$ cat src/rtl/ctrl_fmem_conv_sched_if.sv
// Port bundle for the convolution job sequencer: filter stream, fmem write port,
// xmem/output-controller handshake and status.
interface ctrl_fmem_conv_sched_if #(
    parameter int F_MEM_ADDR_WIDTH = 5,
    parameter int CONV_CNT_WIDTH   = 16
);
    // Coefficient stream: a beat transfers on a rising clk edge where f_valid && f_ready;
    // the sender holds f_valid without regard to f_ready, and ready never depends on valid.
    logic                        f_valid;
    logic                        f_ready;
    logic                        load_new_f;
    logic                        xmem_full;
    logic                        conv_done;
    logic                        fmem_wr_en;
    logic [F_MEM_ADDR_WIDTH-1:0] fmem_addr;
    logic                        conv_start;
    logic                        f_loaded;
    logic                        busy;
    logic [CONV_CNT_WIDTH-1:0]   conv_count;
    logic                        proto_err;
    logic [2:0]                  state_dbg;

    modport master (
        output f_valid, load_new_f, xmem_full, conv_done,
        input  f_ready, fmem_wr_en, fmem_addr, conv_start, f_loaded, busy,
               conv_count, proto_err, state_dbg
    );

    modport slave (
        input  f_valid, load_new_f, xmem_full, conv_done,
        output f_ready, fmem_wr_en, fmem_addr, conv_start, f_loaded, busy,
               conv_count, proto_err, state_dbg
    );
endinterface

$ cat src/rtl/ctrl_fmem_conv_sched.sv
// Job sequencer: loads the filter into fmem, fires conv_start whenever x memory is full,
// waits for conv_done, then reuses or reloads the filter. Counts completed jobs.
module ctrl_fmem_conv_sched #(
    parameter int F_SIZE           = 32,
    parameter int F_MEM_ADDR_WIDTH = 5,
    parameter int CONV_CNT_WIDTH   = 16
) (
    input logic                   clk,
    input logic                   reset,
    ctrl_fmem_conv_sched_if.slave bus
);
    localparam logic [2:0] IDLE   = 3'd0;
    localparam logic [2:0] LOAD_F = 3'd1;
    localparam logic [2:0] WAIT_X = 3'd2;
    localparam logic [2:0] START  = 3'd3;
    localparam logic [2:0] RUN    = 3'd4;
    localparam logic [2:0] NEXT   = 3'd5;

    localparam logic [F_MEM_ADDR_WIDTH-1:0] LAST_ADDR = F_MEM_ADDR_WIDTH'(F_SIZE - 1);

    logic [2:0]                  state;
    logic [F_MEM_ADDR_WIDTH-1:0] fmem_addr;
    logic                        conv_start;
    logic                        f_loaded;
    logic [CONV_CNT_WIDTH-1:0]   conv_count;
    logic                        proto_err;
    logic                        f_ready;
    logic                        wr_en;

    assign f_ready = (state == LOAD_F);
    assign wr_en   = bus.f_valid & f_ready;

    always_ff @(posedge clk or negedge reset) begin
        if (!reset) begin
            state      <= IDLE;
            fmem_addr  <= '0;
            conv_start <= 1'b0;
            f_loaded   <= 1'b0;
            conv_count <= '0;
            proto_err  <= 1'b0;
        end else begin
            conv_start <= 1'b0;
            // A completion pulse outside RUN is a protocol violation; it is latched, not acted on.
            if (bus.conv_done && state != RUN)
                proto_err <= 1'b1;

            case (state)
                IDLE: state <= LOAD_F;
                LOAD_F: begin
                    if (wr_en) begin
                        if (fmem_addr == LAST_ADDR) begin
                            fmem_addr <= '0;
                            f_loaded  <= 1'b1;
                            state     <= WAIT_X;
                        end else begin
                            fmem_addr <= fmem_addr + 1'b1;
                        end
                    end
                end
                WAIT_X: begin
                    if (bus.xmem_full) begin
                        conv_start <= 1'b1;
                        state      <= START;
                    end
                end
                START: state <= RUN;
                RUN: begin
                    if (bus.conv_done) begin
                        if (!(&conv_count))
                            conv_count <= conv_count + 1'b1;
                        state <= NEXT;
                    end
                end
                NEXT: begin
                    if (bus.load_new_f) begin
                        f_loaded  <= 1'b0;
                        fmem_addr <= '0;
                        state     <= LOAD_F;
                    end else begin
                        state <= WAIT_X;
                    end
                end
                default: state <= IDLE;
            endcase
        end
    end

    assign bus.f_ready    = f_ready;
    assign bus.fmem_wr_en = wr_en;
    assign bus.fmem_addr  = fmem_addr;
    assign bus.conv_start = conv_start;
    assign bus.f_loaded   = f_loaded;
    assign bus.busy       = (state == START) || (state == RUN);
    assign bus.conv_count = conv_count;
    assign bus.proto_err  = proto_err;
    assign bus.state_dbg  = state;
endmodule
$ cat src/flat_wrapper.sv
// flat-port wrapper written by rule: the top's interface ports become plain ports
module ctrl_fmem_conv_sched_flat 
#(
    parameter int F_SIZE           = 32,
    parameter int F_MEM_ADDR_WIDTH = 5,
    parameter int CONV_CNT_WIDTH   = 16
)
  (clk, reset, bus_f_valid, bus_load_new_f, bus_xmem_full, bus_conv_done, bus_f_ready, bus_fmem_wr_en, bus_fmem_addr, bus_conv_start, bus_f_loaded, bus_busy, bus_conv_count, bus_proto_err, bus_state_dbg);
  ctrl_fmem_conv_sched_if #(.F_MEM_ADDR_WIDTH(F_MEM_ADDR_WIDTH), .CONV_CNT_WIDTH(CONV_CNT_WIDTH)) bus_i ();
  input logic clk;
  input logic reset;
  input wire logic [$bits(bus_i.f_valid)-1:0] bus_f_valid;
  input wire logic [$bits(bus_i.load_new_f)-1:0] bus_load_new_f;
  input wire logic [$bits(bus_i.xmem_full)-1:0] bus_xmem_full;
  input wire logic [$bits(bus_i.conv_done)-1:0] bus_conv_done;
  output wire logic [$bits(bus_i.f_ready)-1:0] bus_f_ready;
  output wire logic [$bits(bus_i.fmem_wr_en)-1:0] bus_fmem_wr_en;
  output wire logic [$bits(bus_i.fmem_addr)-1:0] bus_fmem_addr;
  output wire logic [$bits(bus_i.conv_start)-1:0] bus_conv_start;
  output wire logic [$bits(bus_i.f_loaded)-1:0] bus_f_loaded;
  output wire logic [$bits(bus_i.busy)-1:0] bus_busy;
  output wire logic [$bits(bus_i.conv_count)-1:0] bus_conv_count;
  output wire logic [$bits(bus_i.proto_err)-1:0] bus_proto_err;
  output wire logic [$bits(bus_i.state_dbg)-1:0] bus_state_dbg;
  assign bus_i.f_valid = bus_f_valid;
  assign bus_i.load_new_f = bus_load_new_f;
  assign bus_i.xmem_full = bus_xmem_full;
  assign bus_i.conv_done = bus_conv_done;
  assign bus_f_ready = bus_i.f_ready;
  assign bus_fmem_wr_en = bus_i.fmem_wr_en;
  assign bus_fmem_addr = bus_i.fmem_addr;
  assign bus_conv_start = bus_i.conv_start;
  assign bus_f_loaded = bus_i.f_loaded;
  assign bus_busy = bus_i.busy;
  assign bus_conv_count = bus_i.conv_count;
  assign bus_proto_err = bus_i.proto_err;
  assign bus_state_dbg = bus_i.state_dbg;
  ctrl_fmem_conv_sched #(.F_SIZE(F_SIZE), .F_MEM_ADDR_WIDTH(F_MEM_ADDR_WIDTH), .CONV_CNT_WIDTH(CONV_CNT_WIDTH)) u_core (.clk(clk), .reset(reset), .bus(bus_i));
endmodule
$ cat config.mk
export PLATFORM = sky130hd
export DESIGN_NAME = ctrl_fmem_conv_sched_flat
export DESIGN_NICKNAME = d
export VERILOG_FILES = /design/src/rtl/ctrl_fmem_conv_sched_if.sv /design/src/rtl/ctrl_fmem_conv_sched.sv /design/src/flat_wrapper.sv
export SDC_FILE = /design/constraint.sdc
export NUM_CORES = 1
export LEC_CHECK = 0
export ABC_CLOCK_PERIOD_IN_PS = 2400
export CAP_MARGIN = 20
export CORE_UTILIZATION = 45
export DETAILED_ROUTE_END_ITERATION = 10
export GPL_TIMING_DRIVEN = 1
export PLACE_DENSITY = 0.76
export REMOVE_ABC_BUFFERS = 1
export SYNTH_ARGS = -nofsm -noshare
export SYNTH_HDL_FRONTEND = slang
export SYNTH_SLANG_ARGS = --single-unit
$ cat constraint.sdc
create_clock -name clk -period 2.4 [get_ports clk]
set_input_delay 0.36 -clock clk [delete_from_list [all_inputs] [get_ports clk]]
set_output_delay 0.36 -clock clk [all_outputs]
set_load 0.01 [all_outputs]
======== Word level (Yosys, flattened, before mapping) ========
Index checks and enable logic that the tools add are counted.
operators by class
  add/subtract/negate cells ............... 2
  equality and inequality tests ........... 12
  multiplexer cells ....................... 16
  bitwise logic cells ..................... 2
  reductions and logical operators ........ 9
operator list
  operator                                       count
  one-hot mux 3 bit (6 select lines)             1
  adder 16 x 1 -> 16 bit, second input constant  1
  AND reduction 16 bit                           1
  2-to-1 mux 5 bit                               3
  2-to-1 mux 3 bit                               4
  inequality test 2 bit, second input constant   5
  one-hot mux 5 bit (2 select lines)             1
  AND reduction 4 bit                            2
  == test 3 x 2 -> 1 bit, second input constant  2
  == test 3 bit, second input constant           2
  AND reduction 3 bit                            2
  adder 5 x 1 -> 5 bit, second input constant    1
  == test 5 bit, second input constant           1
  2-to-1 mux 1 bit                               5
  == test 3 x 1 -> 1 bit, second input constant  1
  logical NOT 3 bit                              1
  inequality test 3 bit, second input constant   1
  2-to-1 mux 2 bit                               1
  one-hot mux 1 bit (2 select lines)             1
  nonzero test 2 bit                             1
  bitwise AND 1 bit                              1
  logical AND 1 bit                              1
  logical OR 1 bit                               1
  inverter 1 bit                                 1
word-level totals
  bits in registers ....................... 27
  bits of input ports ..................... 6
  output and inout port bits .............. 30
  word-level logic and storage cells ...... 47

======== Depth between registers and ports, before layout ========
Gate-level depths: netlist (run 1).
  depth after elaboration ................. 4
  mapped depth ............................ 7
  mapped depth without buffers ............ 7

======== Worst setup path before layout (run 1) ========
Ideal clock, no wire load.
  path kind ............................... reg2reg
  start point ............................. reg u_core.conv_count[0], in the netlist u_core.bus.conv_count[0]
  end point ............................... reg u_core.conv_count[7], in the netlist u_core.bus.conv_count[7]
  library setup time ...................... 0.138 ns
  arrival time ............................ 1.581 ns
  data required time ...................... 2.262 ns
  path slack .............................. 0.681 ns
  stages on the path, launching flop included .. 8
  period minus slack after synthesis ...... 1.719 ns
  cells stage by stage .................... dfrtp_1 > ha_1 > nand4_1 > or2_1 > buf_2 > o21bai_4 > nor4_1 > xor2_1
between the ends
  longest elaborated chain between the ends .. 3
ends and longest elaborated chain
  element                                                         RTL line                    source
  from (decl)                                                     ctrl_fmem_conv_sched.sv:25  logic [CONV_CNT_WIDTH-1:0] conv_count;
  from (signal assigned)                                          ctrl_fmem_conv_sched.sv:70  conv_count <= conv_count + 1'b1;
  branches (longest 3 deep; another with adder 16 x 1 -> 16 bit)  n/a
Several ways; the timed one is not identified.
A chain may end at the register's enable or synchronous reset.

======== Final worst setup path (run 1) ========
  start point ............................. reg u_core.state[1], in the netlist u_core.bus.state_dbg[1]
  end point ............................... out bus_f_ready
between the ends
  longest elaborated chain between the ends .. 1
ends and longest elaborated chain
  element                 RTL line                    source
  from (decl)             ctrl_fmem_conv_sched.sv:21  logic [2:0] state;
  from (signal assigned)  ctrl_fmem_conv_sched.sv:35  state <= IDLE;
  from (signal assigned)  ctrl_fmem_conv_sched.sv:48  IDLE: state <= LOAD_F;
  from (signal assigned)  ctrl_fmem_conv_sched.sv:54  state <= WAIT_X;
  == test 3 x 1 -> 1 bit  ctrl_fmem_conv_sched.sv:30  assign f_ready = (state == LOAD_F);
  to (decl)               flat_wrapper.sv:16          output wire logic [$bits(bus_i.f_ready)-1:0] bus_f_ready;
Every way passes these cells.

==> impl_results.md, run 1 <==
* Clock network power share at 15.9%
* Top cells by area, synth: dfrtp_1 (52%), xor2_1 (5.4%), nand2_1 (4.6%), xnor2_1 (4.0%), nand3_1 (3.1%)
* ANT cells at 0
* Post-cts gate resize count at 0
* DRC at 0
* Async SR Flop Fraction at 100%
* Num CTS Buffers at 3
* Nets at around 180
* Delay-heaviest family, CP: buffers and inverters
* GR Util met3 at between 2 and 2.5%
* Vias in the first global route at 1033
* Final HPWL DP at 1970 um
* Top cell type's share of synthesized area at 51.6%
* Clock sinks at 27
* Tcrit/Tclk final at 94.5%
* CP Launch Type: flop
* CTS Hold Bufs at 0
* FF-to-FF End: u_core.bus.fmem_addr[2]$_DFFE_PN0P_
* Antenna violations before repair at 0
* Area Growth Syn to Fin at 31.6%
* Synth Instances at about 130
* Fin. max-slew vios at 0
* Status: finished, final reports clean
* Die Ht at 55.9 um
* Biggest area consumer among synthesized cells: dfrtp_1
* CP Data Required Time at 2.04 ns
* RSZ-0062 raised after global routing: false
* Later-pin clock latency in the skew report at 0.31 ns
* Final wirelength at 2650 um
* Max Freq at between 0.4 and 0.5 GHz
* Root Buffer: clkbuf_4
* Mapped Avg Cell Area at about 10 um2
* Grt met2 use at 30.5%
* Worst-path cell chain: and2b_1 -> nor2b_1 -> clkdlybuf4s50_1
* Overall power at around 1200 uW
* Fin. Hold Viols at 0
* Gr ovfl total at 0
* Pre-CTS setup slack at roughly 0.34 ns
* Relative slew margins at 72.8%
* Post-DRT Antenna Nets at 0
* Initial Util at 47.5%
* CP max stage delay at approximately 0.56 ns
* Rows at 19
* CTS tree: done
* Pwr Density at 697 mW/mm2
* Worst path buffer plus inverter count at 1
* Yosys Warn Count at 0
* Clock transition at path regs at 0.14 ns
* Sequential share of power at roughly half
* R2R Setup Slk at 0.53 ns
* Cell Int Power at a little over 800 uW
* Worst-Margin Slew at 0.408 ns
* Core area at 0.00276 mm2
* Synthesized area at around 0.0013 mm2
* Avg WL per Cell at 13.4 um
* Worst setup EP type: output pin
* Most frequent cells in the layout: clkdlybuf4s50_1 (35), dfrtp_1 (27), nand2_1 (16), nor2_1 (10)
* Critical path class: reg -> out
* Sequential fraction of the synthesis area at 51.6%
* GP Congestion at ~0.75
* Port Buffer Count at 35
* Number of setup violations in the final report at 0
* Vias per cell at roughly 5.4
* Number of flops mapped to enable cells by yosys at 0
* Maximum fanout along the worst path at 8
* NetSw at 394 uW
* Worst Path Arrival at 1.91 ns
* Router iterations before antenna repair at 4
* Switching Share at 32.8%
* Seq cells post-synth at 27
* Min-delay worst type: in -> async
* Worst R2R Start: u_core.bus.fmem_addr[0]$_DFFE_PN0P_
* Final setup TNS at 0 ns
* I/O pin total at 36
* Post CTS Setup Buffer Count at 0
* Maximum vdd drop at 0.000508 V
* Final setup margin at 0.131 ns
* Most common cell after layout, fill and taps aside: clkdlybuf4s50_1
* Total track usage at 18.1%
* Die W at about 56 um
* Top FF cell, synth: dfrtp_1
* Maxcap violations at 0
* Layout cells sized above 1 at ~6.6%
* Critical-path top delay cell: clkdlybuf4s50_1
* Max Clock Skew at between 0.003 and 0.004 ns
* Via Count at 1071
* Total die area at 0.00313 mm2
* Layer with the highest usage: met2
* GR Layer Usage met1 at about a quarter
* 1st-iter DRT viols at 16
* Synth cell types at 33
* Tmin final at 2.27 ns
* Pin count of the biggest net entering global routing at 28
* First-pass GRT wire length at between 4000 and 5000 um
* Static Leak at roughly 0.00076 uW
* H-tree depth at 1
* Combinational share of power at 34.5%
* Reg2Reg Depth at 6
* CTS Buffer Depth at 2
## routing by layer
metal / share of wire, % / vias to the layer above
met3: 3.7 / 2
met1: 47 / 515
li1: - / 529
met2: 49 / 25
met5: 0 / -
met4: 0.45 / 0
## cell usage after synthesis (2+ instances only)
cell type and instances:
xor2_1 8, nand3_1 8, inv_1 5, o21ai_0 7, a21oi_1 4, xnor2_1 6
nand4_1 3, ha_1 3, nor3_1 6, nor4_1 3, dfrtp_1 27, a31oi_1 2
nor2_1 10, a22o_1 2, a21o_1 2, nand2_1 16
## area by class of cell
type | instances | area [um2]
inverter | 5 | 18.8
fill | 250 | 1030
sequential | 27 | 676
tap | 31 | 38.8
clock buffer | 4 | 26.3
multi-input combinational | 95 | 606
timing repair buffer | 36 | 358
## through the flow
step | util (%) | instance area, um2 | hold WS [ns] | cells
6_report | 62.5 | 1720 | 0.396 | 198
5_1_grt | 62.5 | 1720 | 0.408 | 198
4_1_cts | 62.5 | 1720 | 0.397 | 198
3_5_place_dp | 61.5 | 1700 | 0.469 | 194
3_3_place_gp | 61.5 | 1700 | 0.438 | 194
2_1_floorplan | - | 1300 | 0.0644 | 127
## power groups by stage
stage	combinational, uW	sequential [uW]	clock, uW
floorplan	171	618	0
global route	450	610	224
global placement	393	602	0
CTS	419	594	206
detailed placement	413	603	0
finish	414	596	191
## worst reg2reg max path, cell delays in order (launching register included)
cell     delay, ns
dfrtp_1       0.45
ha_1          0.24
and3_1        0.20
ha_1          0.22
a21o_1        0.19
or2_2         0.32
o21ai_0       0.17
## how the worst max path moves through the flow
stage	startpoint	depth (start not counted)	to	slack [ns]
2_1_floorplan	u_core.bus.fmem_addr[0]$_DFFE_PN0P_	6	u_core.bus.fmem_addr[1]$_DFFE_PN0P_	0.69
3_3_place_gp	bus_f_valid	3	bus_fmem_wr_en	0.36
3_5_place_dp	bus_f_valid	3	bus_fmem_wr_en	0.34
4_1_cts	u_core.bus.state_dbg[1]$_DFFE_PN0P_	3	bus_f_ready	0.12
5_1_grt	u_core.bus.state_dbg[0]$_DFFE_PN0P_	3	bus_f_ready	0.03
6_report	u_core.bus.state_dbg[1]$_DFFE_PN0P_	3	bus_f_ready	0.13
## kinds of logic (layout without fill, tap and decap cells)
kind of cell / count (synthesis) / count (layout) / share of synthesized area, %
AOI/OAI and AO/OA: 23 / 23 / 12.8
xor gates and xnor gates: 14 / 14 / 9.37
adders and majority gates: 3 / 3 / 2.87
buffers and inverters: 7 / 45 / 2.10
DFF: 27 / 27 / 51.6
and+or+nand+nor: 55 / 55 / 21.2
## state kept, by name, summed over array words and instances (netlist names)
register,cells
u_core.bus.state_dbg,3
u_core.bus.conv_count,16
u_core.bus.f_loaded,1
u_core.bus.proto_err,1
u_core.bus.conv_start,1
u_core.bus.fmem_addr,5
(Power assumes the default switching activity.)
==> inputs of run 2 (changes only) <==
--- a/config.mk
+++ b/config.mk
@@ -12,6 +12,7 @@
 export GPL_TIMING_DRIVEN = 1
 export PLACE_DENSITY = 0.76
 export REMOVE_ABC_BUFFERS = 1
+export SLEW_MARGIN = 20
 export SYNTH_ARGS = -nofsm -noshare
 export SYNTH_HDL_FRONTEND = slang
 export SYNTH_SLANG_ARGS = --single-unit
==> results of run 2 <==
Same layout as run 1: the final DEF is identical, and so are final timing and power.
==> inputs of run 3 (changes only) <==
--- a/config.mk
+++ b/config.mk
@@ -8,6 +8,7 @@
 export ABC_CLOCK_PERIOD_IN_PS = 2400
 export CAP_MARGIN = 20
 export CORE_UTILIZATION = 45
+export CTS_CLUSTER_SIZE = 24
 export DETAILED_ROUTE_END_ITERATION = 10
 export GPL_TIMING_DRIVEN = 1
 export PLACE_DENSITY = 0.76
==> results of run 3 <==
Same layout as run 1: the final DEF is identical, and so are final timing and power.
